--- src/rtl/id_ex_operand_stage_pkg.sv ---
// id_ex_operand_stage_pkg: shared widths, ALU codes, bypass selects and the ID/EX record
package pipe_pkg;
    localparam int DATA_WIDTH    = 32;
    localparam int OPCODE_LENGTH = 4;
    localparam int REG_ADDR_W    = 5;
    typedef enum logic [OPCODE_LENGTH-1:0] {
        ALU_AND = 4'b0000,
        ALU_OR  = 4'b0001,
        ALU_ADD = 4'b0010,
        ALU_XOR = 4'b0011,
        ALU_SLL = 4'b0100,
        ALU_SRL = 4'b0101,
        ALU_SUB = 4'b0110,
        ALU_SRA = 4'b0111,
        ALU_EQ  = 4'b1000
    } alu_op_t;
    typedef enum logic [1:0] {FWD_REG, FWD_EXMEM, FWD_MEMWB} fwd_sel_t;
    typedef struct packed {
        logic                  valid;
        logic                  regwrite;
        logic                  memread;
        logic                  memwrite;
        logic                  alusrc;
        logic [REG_ADDR_W-1:0] rs1;
        logic [REG_ADDR_W-1:0] rs2;
        logic [REG_ADDR_W-1:0] rd;
        logic [DATA_WIDTH-1:0] rs1_data;
        logic [DATA_WIDTH-1:0] rs2_data;
        logic [DATA_WIDTH-1:0] imm;
        alu_op_t               alu_op;
    } id_ex_t;
    localparam id_ex_t ID_EX_BUBBLE = '0;
endpackage

--- src/rtl/id_ex_operand_stage_if.sv ---
// id_ex_operand_stage_if: ID-side, bypass and ALU-side signals of the ID/EX operand stage
interface id_ex_operand_stage_if;
    import pipe_pkg::*;
    logic                     id_valid;
    logic [REG_ADDR_W-1:0]    id_rs1_addr;
    logic [REG_ADDR_W-1:0]    id_rs2_addr;
    logic [REG_ADDR_W-1:0]    id_rd_addr;
    logic [DATA_WIDTH-1:0]    id_rs1_data;
    logic [DATA_WIDTH-1:0]    id_rs2_data;
    logic [DATA_WIDTH-1:0]    id_imm;
    logic [OPCODE_LENGTH-1:0] id_alu_op;
    logic                     id_alusrc;
    logic                     id_regwrite;
    logic                     id_memread;
    logic                     id_memwrite;
    logic                     stall;
    logic                     flush;
    logic [REG_ADDR_W-1:0]    exmem_rd;
    logic                     exmem_regwrite;
    logic [DATA_WIDTH-1:0]    exmem_result;
    logic [REG_ADDR_W-1:0]    memwb_rd;
    logic                     memwb_regwrite;
    logic [DATA_WIDTH-1:0]    memwb_result;
    logic [DATA_WIDTH-1:0]    SrcA;
    logic [DATA_WIDTH-1:0]    SrcB;
    logic [OPCODE_LENGTH-1:0] Operation;
    logic [DATA_WIDTH-1:0]    ex_store_data;
    logic [REG_ADDR_W-1:0]    ex_rd;
    logic                     ex_regwrite;
    logic                     ex_memread;
    logic                     ex_memwrite;
    logic                     ex_valid;
    logic                     load_use_hazard;
    modport master (
        output id_valid, id_rs1_addr, id_rs2_addr, id_rd_addr, id_rs1_data, id_rs2_data, id_imm,
               id_alu_op, id_alusrc, id_regwrite, id_memread, id_memwrite, stall, flush,
               exmem_rd, exmem_regwrite, exmem_result, memwb_rd, memwb_regwrite, memwb_result,
        input  SrcA, SrcB, Operation, ex_store_data, ex_rd, ex_regwrite, ex_memread, ex_memwrite,
               ex_valid, load_use_hazard
    );
    modport slave (
        input  id_valid, id_rs1_addr, id_rs2_addr, id_rd_addr, id_rs1_data, id_rs2_data, id_imm,
               id_alu_op, id_alusrc, id_regwrite, id_memread, id_memwrite, stall, flush,
               exmem_rd, exmem_regwrite, exmem_result, memwb_rd, memwb_regwrite, memwb_result,
        output SrcA, SrcB, Operation, ex_store_data, ex_rd, ex_regwrite, ex_memread, ex_memwrite,
               ex_valid, load_use_hazard
    );
endinterface

--- src/rtl/id_ex_operand_stage_fwd_mux.sv ---
// fwd_mux: picks the newest value of one source register from EX/MEM, MEM/WB or the register file
module fwd_mux
    import pipe_pkg::*;
(
    input  logic [REG_ADDR_W-1:0] rs_i,
    input  logic [DATA_WIDTH-1:0] reg_data_i,
    input  logic                  exmem_regwrite_i,
    input  logic [REG_ADDR_W-1:0] exmem_rd_i,
    input  logic [DATA_WIDTH-1:0] exmem_result_i,
    input  logic                  memwb_regwrite_i,
    input  logic [REG_ADDR_W-1:0] memwb_rd_i,
    input  logic [DATA_WIDTH-1:0] memwb_result_i,
    output fwd_sel_t              sel_o,
    output logic [DATA_WIDTH-1:0] data_o
);
    // x0 is never bypassed; the younger EX/MEM producer wins over MEM/WB
    always_comb sel_o = (rs_i == '0) ? FWD_REG :
                        (exmem_regwrite_i && exmem_rd_i == rs_i) ? FWD_EXMEM :
                        (memwb_regwrite_i && memwb_rd_i == rs_i) ? FWD_MEMWB : FWD_REG;
    // route the selected source onto the operand
    always_comb data_o = (sel_o == FWD_EXMEM) ? exmem_result_i :
                         (sel_o == FWD_MEMWB) ? memwb_result_i : reg_data_i;
endmodule

--- src/rtl/id_ex_operand_stage.sv ---
// id_ex_operand_stage: ID/EX register with RAW bypass into the ALU and load-use bubble insertion
module id_ex_operand_stage
    import pipe_pkg::*;
(
    input  logic clk,
    input  logic reset,
    id_ex_operand_stage_if.slave bus
);
    id_ex_t                ex_q, ex_d, id_cap;
    logic                  load_use;
    fwd_sel_t              sel_a, sel_b;
    logic [DATA_WIDTH-1:0] fwd_a, fwd_b;
    // a load in EX whose rd feeds the instruction in ID cannot be bypassed in time
    always_comb load_use = ex_q.valid && ex_q.memread && ex_q.rd != '0 && bus.id_valid &&
                           (ex_q.rd == bus.id_rs1_addr || ex_q.rd == bus.id_rs2_addr);
    // ID fields as captured; side-effect controls are gated so an empty slot never acts
    always_comb begin
        id_cap.valid    = bus.id_valid;
        id_cap.regwrite = bus.id_regwrite && bus.id_valid;
        id_cap.memread  = bus.id_memread && bus.id_valid;
        id_cap.memwrite = bus.id_memwrite && bus.id_valid;
        id_cap.alusrc   = bus.id_alusrc;
        id_cap.rs1      = bus.id_rs1_addr;
        id_cap.rs2      = bus.id_rs2_addr;
        id_cap.rd       = bus.id_rd_addr;
        id_cap.rs1_data = bus.id_rs1_data;
        id_cap.rs2_data = bus.id_rs2_data;
        id_cap.imm      = bus.id_imm;
        id_cap.alu_op   = alu_op_t'(bus.id_alu_op);
    end
    // bubble beats hold beats load; a load-use bubble lets the hazard resolve while ID stalls
    always_comb ex_d = (bus.flush || load_use) ? ID_EX_BUBBLE : bus.stall ? ex_q : id_cap;
    // pipeline register, cleared to a bubble whenever reset is seen
    always_ff @(posedge clk or posedge reset) begin
        if (reset) ex_q <= ID_EX_BUBBLE;
        else       ex_q <= ex_d;
    end
    fwd_mux u_fwd_a (
        .rs_i(ex_q.rs1), .reg_data_i(ex_q.rs1_data),
        .exmem_regwrite_i(bus.exmem_regwrite), .exmem_rd_i(bus.exmem_rd), .exmem_result_i(bus.exmem_result),
        .memwb_regwrite_i(bus.memwb_regwrite), .memwb_rd_i(bus.memwb_rd), .memwb_result_i(bus.memwb_result),
        .sel_o(sel_a), .data_o(fwd_a)
    );
    fwd_mux u_fwd_b (
        .rs_i(ex_q.rs2), .reg_data_i(ex_q.rs2_data),
        .exmem_regwrite_i(bus.exmem_regwrite), .exmem_rd_i(bus.exmem_rd), .exmem_result_i(bus.exmem_result),
        .memwb_regwrite_i(bus.memwb_regwrite), .memwb_rd_i(bus.memwb_rd), .memwb_result_i(bus.memwb_result),
        .sel_o(sel_b), .data_o(fwd_b)
    );
    // x0 operands must always come straight from the registered value
    always_comb assert ((ex_q.rs1 != '0 || sel_a == FWD_REG) && (ex_q.rs2 != '0 || sel_b == FWD_REG));
    // ALU-facing outputs straight from the register and the bypass muxes
    always_comb begin
        bus.SrcA            = fwd_a;
        bus.SrcB            = ex_q.alusrc ? ex_q.imm : fwd_b;
        bus.ex_store_data   = fwd_b;
        bus.Operation       = ex_q.alu_op;
        bus.ex_rd           = ex_q.rd;
        bus.ex_regwrite     = ex_q.regwrite;
        bus.ex_memread      = ex_q.memread;
        bus.ex_memwrite     = ex_q.memwrite;
        bus.ex_valid        = ex_q.valid;
        bus.load_use_hazard = load_use;
    end
endmodule

--- src/flat_wrapper.sv ---
// flat-port wrapper written by rule: the top's interface ports become plain ports
module id_ex_operand_stage_flat import pipe_pkg::*;
  (clk, reset, bus_id_valid, bus_id_rs1_addr, bus_id_rs2_addr, bus_id_rd_addr, bus_id_rs1_data, bus_id_rs2_data, bus_id_imm, bus_id_alu_op, bus_id_alusrc, bus_id_regwrite, bus_id_memread, bus_id_memwrite, bus_stall, bus_flush, bus_exmem_rd, bus_exmem_regwrite, bus_exmem_result, bus_memwb_rd, bus_memwb_regwrite, bus_memwb_result, bus_SrcA, bus_SrcB, bus_Operation, bus_ex_store_data, bus_ex_rd, bus_ex_regwrite, bus_ex_memread, bus_ex_memwrite, bus_ex_valid, bus_load_use_hazard);
  id_ex_operand_stage_if bus_i ();
  input  logic clk;
  input  logic reset;
  input wire logic [$bits(bus_i.id_valid)-1:0] bus_id_valid;
  input wire logic [$bits(bus_i.id_rs1_addr)-1:0] bus_id_rs1_addr;
  input wire logic [$bits(bus_i.id_rs2_addr)-1:0] bus_id_rs2_addr;
  input wire logic [$bits(bus_i.id_rd_addr)-1:0] bus_id_rd_addr;
  input wire logic [$bits(bus_i.id_rs1_data)-1:0] bus_id_rs1_data;
  input wire logic [$bits(bus_i.id_rs2_data)-1:0] bus_id_rs2_data;
  input wire logic [$bits(bus_i.id_imm)-1:0] bus_id_imm;
  input wire logic [$bits(bus_i.id_alu_op)-1:0] bus_id_alu_op;
  input wire logic [$bits(bus_i.id_alusrc)-1:0] bus_id_alusrc;
  input wire logic [$bits(bus_i.id_regwrite)-1:0] bus_id_regwrite;
  input wire logic [$bits(bus_i.id_memread)-1:0] bus_id_memread;
  input wire logic [$bits(bus_i.id_memwrite)-1:0] bus_id_memwrite;
  input wire logic [$bits(bus_i.stall)-1:0] bus_stall;
  input wire logic [$bits(bus_i.flush)-1:0] bus_flush;
  input wire logic [$bits(bus_i.exmem_rd)-1:0] bus_exmem_rd;
  input wire logic [$bits(bus_i.exmem_regwrite)-1:0] bus_exmem_regwrite;
  input wire logic [$bits(bus_i.exmem_result)-1:0] bus_exmem_result;
  input wire logic [$bits(bus_i.memwb_rd)-1:0] bus_memwb_rd;
  input wire logic [$bits(bus_i.memwb_regwrite)-1:0] bus_memwb_regwrite;
  input wire logic [$bits(bus_i.memwb_result)-1:0] bus_memwb_result;
  output wire logic [$bits(bus_i.SrcA)-1:0] bus_SrcA;
  output wire logic [$bits(bus_i.SrcB)-1:0] bus_SrcB;
  output wire logic [$bits(bus_i.Operation)-1:0] bus_Operation;
  output wire logic [$bits(bus_i.ex_store_data)-1:0] bus_ex_store_data;
  output wire logic [$bits(bus_i.ex_rd)-1:0] bus_ex_rd;
  output wire logic [$bits(bus_i.ex_regwrite)-1:0] bus_ex_regwrite;
  output wire logic [$bits(bus_i.ex_memread)-1:0] bus_ex_memread;
  output wire logic [$bits(bus_i.ex_memwrite)-1:0] bus_ex_memwrite;
  output wire logic [$bits(bus_i.ex_valid)-1:0] bus_ex_valid;
  output wire logic [$bits(bus_i.load_use_hazard)-1:0] bus_load_use_hazard;
  assign bus_i.id_valid = bus_id_valid;
  assign bus_i.id_rs1_addr = bus_id_rs1_addr;
  assign bus_i.id_rs2_addr = bus_id_rs2_addr;
  assign bus_i.id_rd_addr = bus_id_rd_addr;
  assign bus_i.id_rs1_data = bus_id_rs1_data;
  assign bus_i.id_rs2_data = bus_id_rs2_data;
  assign bus_i.id_imm = bus_id_imm;
  assign bus_i.id_alu_op = bus_id_alu_op;
  assign bus_i.id_alusrc = bus_id_alusrc;
  assign bus_i.id_regwrite = bus_id_regwrite;
  assign bus_i.id_memread = bus_id_memread;
  assign bus_i.id_memwrite = bus_id_memwrite;
  assign bus_i.stall = bus_stall;
  assign bus_i.flush = bus_flush;
  assign bus_i.exmem_rd = bus_exmem_rd;
  assign bus_i.exmem_regwrite = bus_exmem_regwrite;
  assign bus_i.exmem_result = bus_exmem_result;
  assign bus_i.memwb_rd = bus_memwb_rd;
  assign bus_i.memwb_regwrite = bus_memwb_regwrite;
  assign bus_i.memwb_result = bus_memwb_result;
  assign bus_SrcA = bus_i.SrcA;
  assign bus_SrcB = bus_i.SrcB;
  assign bus_Operation = bus_i.Operation;
  assign bus_ex_store_data = bus_i.ex_store_data;
  assign bus_ex_rd = bus_i.ex_rd;
  assign bus_ex_regwrite = bus_i.ex_regwrite;
  assign bus_ex_memread = bus_i.ex_memread;
  assign bus_ex_memwrite = bus_i.ex_memwrite;
  assign bus_ex_valid = bus_i.ex_valid;
  assign bus_load_use_hazard = bus_i.load_use_hazard;
  id_ex_operand_stage u_core (.clk(clk), .reset(reset), .bus(bus_i));
endmodule
--- config.mk ---
export PLATFORM = sky130hd
export DESIGN_NAME = id_ex_operand_stage_flat
export DESIGN_NICKNAME = d
export VERILOG_FILES = /design/src/rtl/id_ex_operand_stage_pkg.sv /design/src/rtl/id_ex_operand_stage_if.sv /design/src/rtl/id_ex_operand_stage_fwd_mux.sv /design/src/rtl/id_ex_operand_stage.sv /design/src/flat_wrapper.sv
export SDC_FILE = /design/constraint.sdc
export NUM_CORES = 1
export LEC_CHECK = 0
export ABC_AREA = 0
export BUFFER_PORTS_ARGS = -buffer_cell sky130_fd_sc_hd__buf_2
export CORE_MARGIN = 4
export CORE_UTILIZATION = 50
export CTS_BUF_LIST = sky130_fd_sc_hd__clkbuf_8
export DETAILED_ROUTE_END_ITERATION = 8
export HOLD_SLACK_MARGIN = 0.08
export PLACE_DENSITY = 0.92
export SYNTH_ARGS = -nofsm -noshare
export SYNTH_HDL_FRONTEND = slang
export SYNTH_SLANG_ARGS = --single-unit
--- constraint.sdc ---
create_clock -name clk -period 10.2 [get_ports clk]
set_input_delay 0.51 -clock clk [delete_from_list [all_inputs] [get_ports clk]]
set_output_delay 0.51 -clock clk [all_outputs]
set_load 0.02 [all_outputs]
==> results_dict.tcl, run 1 <==
set metrics [dict create \
    status "finished clean" \
    synth-edff-count 0 \
    grt_pass1_vias 7212 \
    drtIter0Drc 911 \
    slowest_delay_ps 850 \
    path_max_fanout 51 \
    cts-buffers-inserted 17 \
    critPathLaunchType "register" \
    layout.nets 1291 \
    start_util 0.510 \
    path_cells "or4_4 -> nor2_4 -> or3_2 -> a31oi_1 -> a31oi_1 -> buf_2" \
    cts_tree "yes" \
    setup_viol 0 \
    p_leak_nw 4.88 \
    synthDistinctLibCells 34 \
    hp-class "in2async" \
    wl_per_cell_um 20.9 \
    postPlaceCellArea_sq_um 8730 \
    synth_ff_type "dfrtp_1" \
    cts_buffer_depth 2 \
    ys_async_sr_fraction 1.00 \
    hold_viol_final 0 \
    dr_total_vias 7652 \
    clockRootBuffer "clkbuf_8" \
    clkLatencyLatePin_ps 440 \
    cp.arrival_ps 3190 \
    maxCapViolCount 0 \
    powerDensity_nw_per_um2 137 \
    cp_slowest_cell "or3_2" \
    die_h_um 129 \
    rows 44 \
    grt_overflow_total 0 \
    clkTransAtPathRegs_ps 80 \
    drive_above_1_share 0.337 \
    timing.final.crit_share 0.363 \
    yosysSeqAreaShare 0.407 \
    syn_area_sq_um 7380 \
    grt_max_degree 67 \
    worst-setup-path-type "reg2out" \
    path_buf_inv 1 \
    die_x_um 129 \
    drcViolationCount 0 \
    postLayoutCellArea_sq_um 9150 \
    rsz0062_at_grt "false" \
    dr.pass1.iters 6 \
    htree_levels 4 \
    ios 310 \
    area_growth_pct 24.0 \
    place_congestion 0.944 \
    syn_nets 1037 \
    vias_per_cell 5.93 \
    ir_worst_vdd_mv 0.0806 \
    synth.avg_cell_area_sq_um 8.82 \
    cts_hold_buf 0 \
    tns_ps 0 \
    track_usage 0.311 \
    layout_common_cells "buf_2, nor2_1, dfrtp_1" \
    cts.sinks 120 \
    drv_slew 0 \
    wl_um 26900 \
    dpl.hpwl_um 19800 \
    slew_headroom 0.165 \
    portBuffers 309 \
    die_area_sq_um 16800 \
    synth_seq_cells 120 \
    netlist_instances 837 \
    skew_ps 13.0 \
    drtAntennaViolNets 0 \
    grt_pass1_wl_um 39900 \
    cts_resized 0 \
    mostFrequentLayoutCell "buf_2" \
    ys_warn_count 0 \
    crit_top_cell "a31oi_1" \
    core_sq_um 14500 \
    cp.required_ps 9690 \
    cp_top_family "simple AND/OR/NAND/NOR gates" \
    cts_setup_buffers 0 \
    grt_antenna_before_repair 4 \
    period_minus_slack_ps 3700 \
    worst_pin_slew_ps 1250 \
    max_freq_mhz 270 \
    crit_path_end_kind "output port" \
]
## cells by family (layout without fill, tap and decap cells)
| family | after synthesis | in the layout | synth area share |
|---|---|---|---|
| flops | 120 | 120 | 0.407 |
| compound gates | 135 | 135 | 0.114 |
| mux | 116 | 116 | 0.157 |
| buf+inv | 85 | 352 | 0.0727 |
| other cells | 0 | 2 | 0 |
| simple gates | 351 | 351 | 0.214 |
| xor+xnor | 30 | 30 | 0.0356 |
## cell usage after synthesis (all sizes together) (5+ instances only)
library cell,n,area (sq um)
xnor2,16,140
a31oi,83,519
o21ai,32,160
nand2,38,143
clkbuf,37,139
buf,46,390
a32oi,13,114
dfrtp,120,3000
xor2,14,123
mux2i,116,1160
nor3,5,25.0
nor2,191,724
nand3,102,576
## layout make-up
type | instances | area, sq um
fillers | 1261 | 5330
clock buffers | 19 | 262
inverters | 2 | 10.0
well taps | 184 | 230
clock inverters | 13 | 155
repair buffers | 318 | 1620
diodes | 2 | 5.00
flip-flops and latches | 120 | 3000
multi-input cells | 632 | 3870
## path summary, 6_finish.rpt
check                                    start               to  slack, ps  depth (start not counted)
min                                      reset  u_core.ex_q[82]        180                          2
max in group asynchronous                reset  u_core.ex_q[44]       8700                          3
max reg2reg                u_core.bus.ex_rd[1]  u_core.ex_q[49]       8100                          5
min reg2reg                    u_core.ex_q[96]  u_core.ex_q[96]        520                          2
max                           u_core.ex_q[106]     bus_SrcB[15]       6500                          6
min in group clk           bus_id_rs1_data[12]  u_core.ex_q[80]        300                          3
## worst reg2reg max path, cell delays in order (launching register included)
cell	delay (ps)
dfrtp_1	450
or4_1	580
o2111ai_1	340
o21bai_4	80
buf_4	320
nor2_1	240
## registers in the layout, summed over array words and instances (netlist names)
| signal | count |
|---|---|
| u_core.bus.Operation | 4 |
| u_core.bus.ex_memread | 1 |
| u_core.bus.ex_memwrite | 1 |
| u_core.bus.ex_rd | 5 |
| u_core.bus.ex_regwrite | 1 |
| u_core.bus.ex_valid | 1 |
| u_core.ex_q | 107 |
## power breakdown
part	switching, mW	leakage (nW)	internal [mW]	total, mW
Sequential	0.0229	1.59	0.502	0.525
Combinational	0.170	3.08	0.110	0.280
Clock	0.200	0.206	0.252	0.452
## through the flow
step	setup WS (ps)	cells	utilization	power [mW]	hold slack, ps
6_report	6500	1290	0.632	1.26	182
5_1_grt	6350	1290	0.632	1.31	234
4_1_cts	6480	1288	0.632	1.26	194
3_5_place_dp	6900	1256	0.603	0.812	507
3_3_place_gp	6910	1256	0.603	0.807	494
2_1_floorplan	6500	837	-	0.702	483
## layer usage
layer | up-vias | GRT usage | routed length, um | share of wire
li1 | 3468 | - | - | -
met1 | 3662 | 0.419 | 10700 | 0.40
met2 | 448 | 0.488 | 12500 | 0.46
met3 | 70 | 0.0857 | 2980 | 0.11
met4 | 4 | 0.102 | 722 | 0.027
met5 | - | 0 | 21 | 0.00078
Power figures use the tool's default switching activity.
==> run 2, diff against run 1 <==
--- a/config.mk
+++ b/config.mk
@@ -5,14 +5,14 @@
 export SDC_FILE = /design/constraint.sdc
 export NUM_CORES = 1
 export LEC_CHECK = 0
-export ABC_AREA = 0
+export ABC_AREA = 1
 export BUFFER_PORTS_ARGS = -buffer_cell sky130_fd_sc_hd__buf_2
 export CORE_MARGIN = 4
 export CORE_UTILIZATION = 50
 export CTS_BUF_LIST = sky130_fd_sc_hd__clkbuf_8
 export DETAILED_ROUTE_END_ITERATION = 8
 export HOLD_SLACK_MARGIN = 0.08
-export PLACE_DENSITY = 0.92
+export PLACE_DENSITY = 0.9
 export SYNTH_ARGS = -nofsm -noshare
 export SYNTH_HDL_FRONTEND = slang
 export SYNTH_SLANG_ARGS = --single-unit
==> constraint.sdc (replaced) <==
create_clock -name clk -period 3.7 [get_ports clk]
set_input_delay 0.185 -clock clk [delete_from_list [all_inputs] [get_ports clk]]
set_output_delay 0.185 -clock clk [all_outputs]
set_load 0.02 [all_outputs]
==> run 2 against run 1 <==
Combinational power rose to 3.2 times the previous value. Hold slack worse by 33 ps. Non-clock buffer count increased by 124. Global-route usage is 5.4 points higher. Sequential share of layout area shrank 5.7 points. Clock power up 140%. Synthesized area grew 9.3%. Flip-flop and latch count unchanged. Largest cell class unchanged. Largest power group unchanged. Register-to-register slack lost 6800 ps. Design area increased by 21%.
==> results_dict.tcl, run 2 <==
set metrics [dict create \
    layout_common_cells "nand2_1, buf_2, inv_1" \
    worst_pin_slew_ps 1310 \
    worst-setup-path-type "reg2out" \
    dr.pass1.iters 6 \
    wl_um 33900 \
    skew_ps 6.40 \
    max_freq_mhz 298 \
    path_max_fanout 33 \
    cts_resized 0 \
    portBuffers 309 \
    drive_above_1_share 0.273 \
    yosys-top-cells-area "dfrtp_1, nand2_1, nand3_1, a21oi_1, inv_1" \
    ios 310 \
    place_congestion 0.937 \
    slew_headroom 0.126 \
    powerDensity_nw_per_um2 309 \
    critical_path.endpoint "bus_SrcB[10]" \
    cp.arrival_ps 3170 \
    drv_slew 0 \
    regArea_sq_um 3000 \
    hp-start "bus_id_valid" \
    yosysSeqAreaShare 0.372 \
    cts.sinks 120 \
    slowest_delay_ps 670 \
    largest_register_ff_count 107 \
    syn_nets 1409 \
    setup_viol 0 \
    ir_worst_vdd_mv 0.254 \
    clockRootBuffer "clkbuf_8" \
    ys_warn_count 0 \
    clkLatencyLatePin_ps 440 \
    htree_levels 4 \
    multi_input_area_sq_um 4110 \
    area_growth_pct 37.3 \
    netlist_top_cells_count "nand2_1, dfrtp_1, inv_1, nand3_1, a21oi_1" \
    clkTransAtPathRegs_ps 70 \
    cts_tree "yes" \
    hp-class "in2reg" \
    grt_max_degree 121 \
    critPathLaunchType "register" \
    hold_viol_final 0 \
    grt_antenna_before_repair 0 \
    synth.avg_cell_area_sq_um 6.67 \
    tns_ps 0 \
    timing.final.crit_share 0.908 \
    netlist_instances 1209 \
    maxCapViolCount 0 \
    fillerInstances 1211 \
    path_cells "inv_1 -> nand2_1 -> nand2_1 -> nor2_1 -> nand2_1 -> nor2_4 -> nand2_4 -> nand3_1 -> nand2_2 -> nand2_1 -> nand2_1 -> buf_2" \
    path_buf_inv 2 \
    rsz0062_at_grt "false" \
    rr_endpoint "u_core.ex_q[43]" \
    rows 46 \
    cts_buffer_depth 2 \
    cp_top_family "simple AND/OR/NAND/NOR gates" \
    regMostFlops "u_core.ex_q" \
    postLayoutCellArea_sq_um 11100 \
    cp_slowest_cell "nor2_4" \
    wl_per_cell_um 18.8 \
    cts-buffers-inserted 17 \
    reg2reg_slack_ps 1330 \
    synth.top_cell.area_share 0.372 \
    drtIter0Drc 1176 \
    drcViolationCount 0 \
    synthDistinctLibCells 28 \
    die_h_um 135 \
    r2r_cells 8 \
    diodes 0 \
    crit_path_end_kind "output port" \
    grt_pass1_vias 9956 \
    postPlaceCellArea_sq_um 9530 \
    track_usage 0.365 \
    p_leak_nw 6.16 \
    layout.nets 1780 \
    ys_async_sr_fraction 1.00 \
    dr_total_vias 10154 \
    synth_seq_cells 120 \
    synth.most_common_cell "nand2_1" \
    grt_pass1_wl_um 52300 \
    period_minus_slack_ps 3360 \
    vias_per_cell 5.61 \
    mostFrequentLayoutCell "nand2_1" \
    cp.required_ps 3510 \
    crit_cells 12 \
    yosys.area.top_type "dfrtp_1" \
    status "finished clean" \
    die_x_um 135 \
    start_util 0.509 \
    r2r_start "u_core.bus.ex_rd[1]" \
    cp-startpoint "u_core.ex_q[105]" \
    syn_area_sq_um 8060 \
    grt_overflow_total 0 \
    dpl.hpwl_um 20500 \
    crit_top_cell "nand2_1" \
    drtAntennaViolNets 0 \
    synth_ff_type "dfrtp_1" \
    synth-edff-count 0 \
    die_area_sq_um 18200 \
    core_sq_um 15800 \
]
==> run 2: worst min-delay path by stage <==
stage	endpoint	slack [ps]	depth (start not counted)
floorplan	u_core.ex_q[74]	320	2
global placement	u_core.bus.ex_regwrite	410	3
detailed placement	u_core.ex_q[45]	420	3
CTS	u_core.bus.ex_memwrite	120	5
global route	u_core.bus.ex_valid	150	5
finish	u_core.bus.ex_valid	150	5
==> run 2: cell families (layout without fill, tap and decap cells) <==
| logic type | count (synthesis) | in the layout | share of synthesized area |
|---|---|---|---|
| and+or+nand+nor | 738 | 738 | 0.408 |
| buffers and inverters | 214 | 598 | 0.118 |
| AOI/OAI and AO/OA | 124 | 124 | 0.0867 |
| DFF | 120 | 120 | 0.372 |
| xor gates and xnor gates | 13 | 13 | 0.0141 |
==> run 2: per-stage QoR <==
| stage | hold WS [ps] | std cells | setup WS (ps) | total power [mW] | util |
|---|---|---|---|---|---|
| after global placement | 410 | 1657 | 1030 | 2.20 | 0.602 |
| after CTS | 118 | 1809 | 448 | 3.38 | 0.699 |
| after global routing | 151 | 1809 | 95.4 | 3.55 | 0.699 |
| after detailed placement | 424 | 1657 | 938 | 2.22 | 0.602 |
| after floorplan | 321 | 1209 | 329 | 1.91 | - |
| final | 149 | 1809 | 340 | 3.42 | 0.699 |
==> run 2: power breakdown <==
| part | leakage (nW) | internal [mW] | switching, mW |
|---|---|---|---|
| clock | 0.198 | 0.529 | 0.558 |
| sequential | 1.60 | 1.38 | 0.0523 |
| combinational | 4.36 | 0.344 | 0.556 |
==> run 2: repair_timing <==
| item | in CTS | in global routing |
|---|---|---|
| setup buffers | 0 | 0 |
| endpoints found under the hold margin | 239 | 0 |
| hold buffers | 120 | 0 |
==> run 2: routing by layer <==
| layer | up-vias | routed length [um] | GRT usage |
|---|---|---|---|
| met2 | 809 | 16000 | 0.591 |
| met4 | 0 | 2130 | 0.217 |
| met1 | 4620 | 12400 | 0.447 |
| li1 | 4532 | - | - |
| met3 | 193 | 3470 | 0.0823 |
| met5 | - | 0 | 0 |
==> run 2: worst register-to-register path: stages, from the launching register on <==
cell	delay, ps
dfrtp_1	450
xor2_1	190
nor2_1	170
nand3_1	120
nand2_1	140
nand2_4	120
nand2_4	390
buf_12	400
a21oi_1	250
==> run 2: cell type report <==
cell class / instances / share of cell area
inverter: 124 / 0.0425
tap: 216 / 0.0244
multi-input combinational: 875 / 0.371
timing repair buffer: 442 / 0.260
clock inverter: 14 / 0.00859
sequential: 120 / 0.271
clock buffer: 18 / 0.0224
==> run 3, diff against run 2 <==
--- a/config.mk
+++ b/config.mk
@@ -13,6 +13,7 @@
 export DETAILED_ROUTE_END_ITERATION = 8
 export HOLD_SLACK_MARGIN = 0.08
 export PLACE_DENSITY = 0.9
+export RECOVER_POWER = 25
 export SYNTH_ARGS = -nofsm -noshare
 export SYNTH_HDL_FRONTEND = slang
 export SYNTH_SLANG_ARGS = --single-unit
==> run 3 against run 2 <==
The run now ends with max-capacitance violations, max-slew violations left. Design area shrank 0.14%. Hold slack worse by 3.4 ps. Critical path depth unchanged. Count of clock-buffer cells in the layout stayed put. Clock skew increased by 1.9 ps. Combinational power about the same. Final cell count about the same. Clock power about the same. Largest power group unchanged.
==> results_dict.tcl, run 3 (synthesized netlist as in run 2, its figures left out) <==
set metrics [dict create \
    portBuffers 309 \
    ios 310 \
    hp-start "bus_id_valid" \
    track_usage 0.365 \
    period_minus_slack_ps 3360 \
    regMostFlops "u_core.ex_q" \
    maxCapViolCount 1 \
    grt_antenna_before_repair 0 \
    wl_per_cell_um 18.8 \
    power_frac_comb 0.263 \
    status "finished with violations" \
    rsz0062_at_grt "false" \
    p_clk_frac 0.317 \
    dpl.hpwl_um 20500 \
    max_freq_mhz 298 \
    violations "max-capacitance violations, max-slew violations" \
    grt_pass1_vias 9956 \
    drcViolationCount 0 \
    intPower_mw 2.25 \
    cp.arrival_ps 3170 \
    r2r_cells 8 \
    p_switching_mw 1.16 \
    drtAntennaViolNets 0 \
    core_sq_um 15800 \
    dr.pass1.iters 8 \
    share_seq_of_total_power 0.419 \
    setup_viol 0 \
    powerDensity_nw_per_um2 309 \
    fillerInstances 1216 \
    cts_tree "yes" \
    reg2reg_slack_ps 1330 \
    r2r_start "u_core.bus.ex_rd[1]" \
    cts-buffers-inserted 17 \
    worst_pin_slew_ps 2790 \
    die_x_um 135 \
    timing.final.crit_share 0.907 \
    critPathLaunchType "register" \
    grt_pass1_wl_um 52300 \
    rr_endpoint "u_core.ex_q[43]" \
    swShare 0.341 \
    cp.required_ps 3510 \
    layout_common_cells "nand2_1, buf_2, inv_1" \
    layout.nets 1780 \
    skew_ps 8.29 \
    htree_levels 4 \
    grt_max_degree 121 \
    hp-class "in2reg" \
    worstHoldPathCells 5 \
    die_area_sq_um 18200 \
    clockRootBuffer "clkbuf_8" \
    mostFrequentLayoutCell "nand2_1" \
    path_max_fanout 33 \
    drv_slew 121 \
    hold_viol_final 0 \
    place_congestion 0.937 \
    die_h_um 135 \
    area_growth_pct 37.1 \
    start_util 0.509 \
    multi_input_area_sq_um 4110 \
    grt_overflow_total 0 \
    wl_um 34000 \
    cts_buffer_depth 2 \
    drtIter0Drc 1184 \
    tns_ps 0 \
    clkTransAtPathRegs_ps 70 \
    worst-setup-path-type "reg2out" \
    drive_above_1_share 0.272 \
    slew_headroom -0.859 \
    ir_worst_vdd_mv 0.257 \
    p_leak_nw 6.15 \
    rows 46 \
    vias_per_cell 5.63 \
    regArea_sq_um 3000 \
    clkLatencyLatePin_ps 440 \
    dr_total_vias 10193 \
    largest_register_ff_count 107 \
    cts_resized 0 \
    fin_hold_ws_ps 146 \
    holdPathEnd "u_core.bus.ex_valid" \
    cts.sinks 120 \
    crit_path_end_kind "output port" \
]
## run 3: power groups by stage
stage                     clock (mW)  combinational (mW)  sequential (mW)
after floorplan                    0               0.472             1.44
after global placement             0               0.755             1.45
after detailed placement           0               0.765             1.45
after CTS                       1.08               0.866             1.43
after global routing            1.15               0.965             1.44
final                           1.08               0.900             1.43
## run 3: area by class of cell
cell class / instances / area share
inverters: 124 / 0.0424
clock inverters: 14 / 0.00860
multi-input cells: 875 / 0.372
well taps: 216 / 0.0244
repair buffers: 442 / 0.258
clock buffers: 18 / 0.0224
flip-flops and latches: 120 / 0.272
diodes: 1 / 0.000226
## run 3: how the worst max path moves through the flow
stage,startpoint,end,slack (ps),depth (start not counted)
floorplan,reset,u_core.bus.Operation[0],330,1
global placement,u_core.ex_q[109],bus_SrcB[30],1030,12
detailed placement,u_core.ex_q[105],bus_SrcB[3],940,12
CTS,u_core.ex_q[105],bus_SrcB[3],450,12
global route,u_core.ex_q[105],bus_SrcB[0],100,12
finish,u_core.ex_q[105],bus_SrcB[10],340,12
## run 3: stage by stage
step	instance area [sq um]	cells	setup slack [ps]	power [mW]	util
6_report	11100	1810	343	3.41	0.698
5_1_grt	11100	1809	95.4	3.55	0.698
4_1_cts	11100	1809	448	3.38	0.699
3_5_place_dp	9530	1657	938	2.22	0.602
3_3_place_gp	9530	1657	1030	2.20	0.602
2_1_floorplan	8060	1209	329	1.91	-
## run 3: metal layers
layer | GRT usage | routed length [um] | vias to the layer above
li1 | - | - | 4530
met1 | 0.447 | 12400 | 4643
met2 | 0.591 | 16000 | 833
met3 | 0.0823 | 3570 | 187
met4 | 0.217 | 2070 | 0
met5 | 0 | 0 | -
## run 3: worst max-delay path, stage by stage, from the launching register on
cell and delay [ps]:
dfrtp_1 410, inv_1 70, nand2_1 50, nand2_1 50, nor2_1 110, nand2_1 100
nor2_4 680, nand2_4 560, nand3_1 240, nand2_2 80, nand2_1 90, nand2_1 90
buf_2 170
## run 3: repair_timing
| action | 4_1_cts | 5_1_grt |
|---|---|---|
| buffers inserted | 0 | 0 |
| hold endpoints to repair | 239 | 0 |
| hold buffers | 120 | 0 |
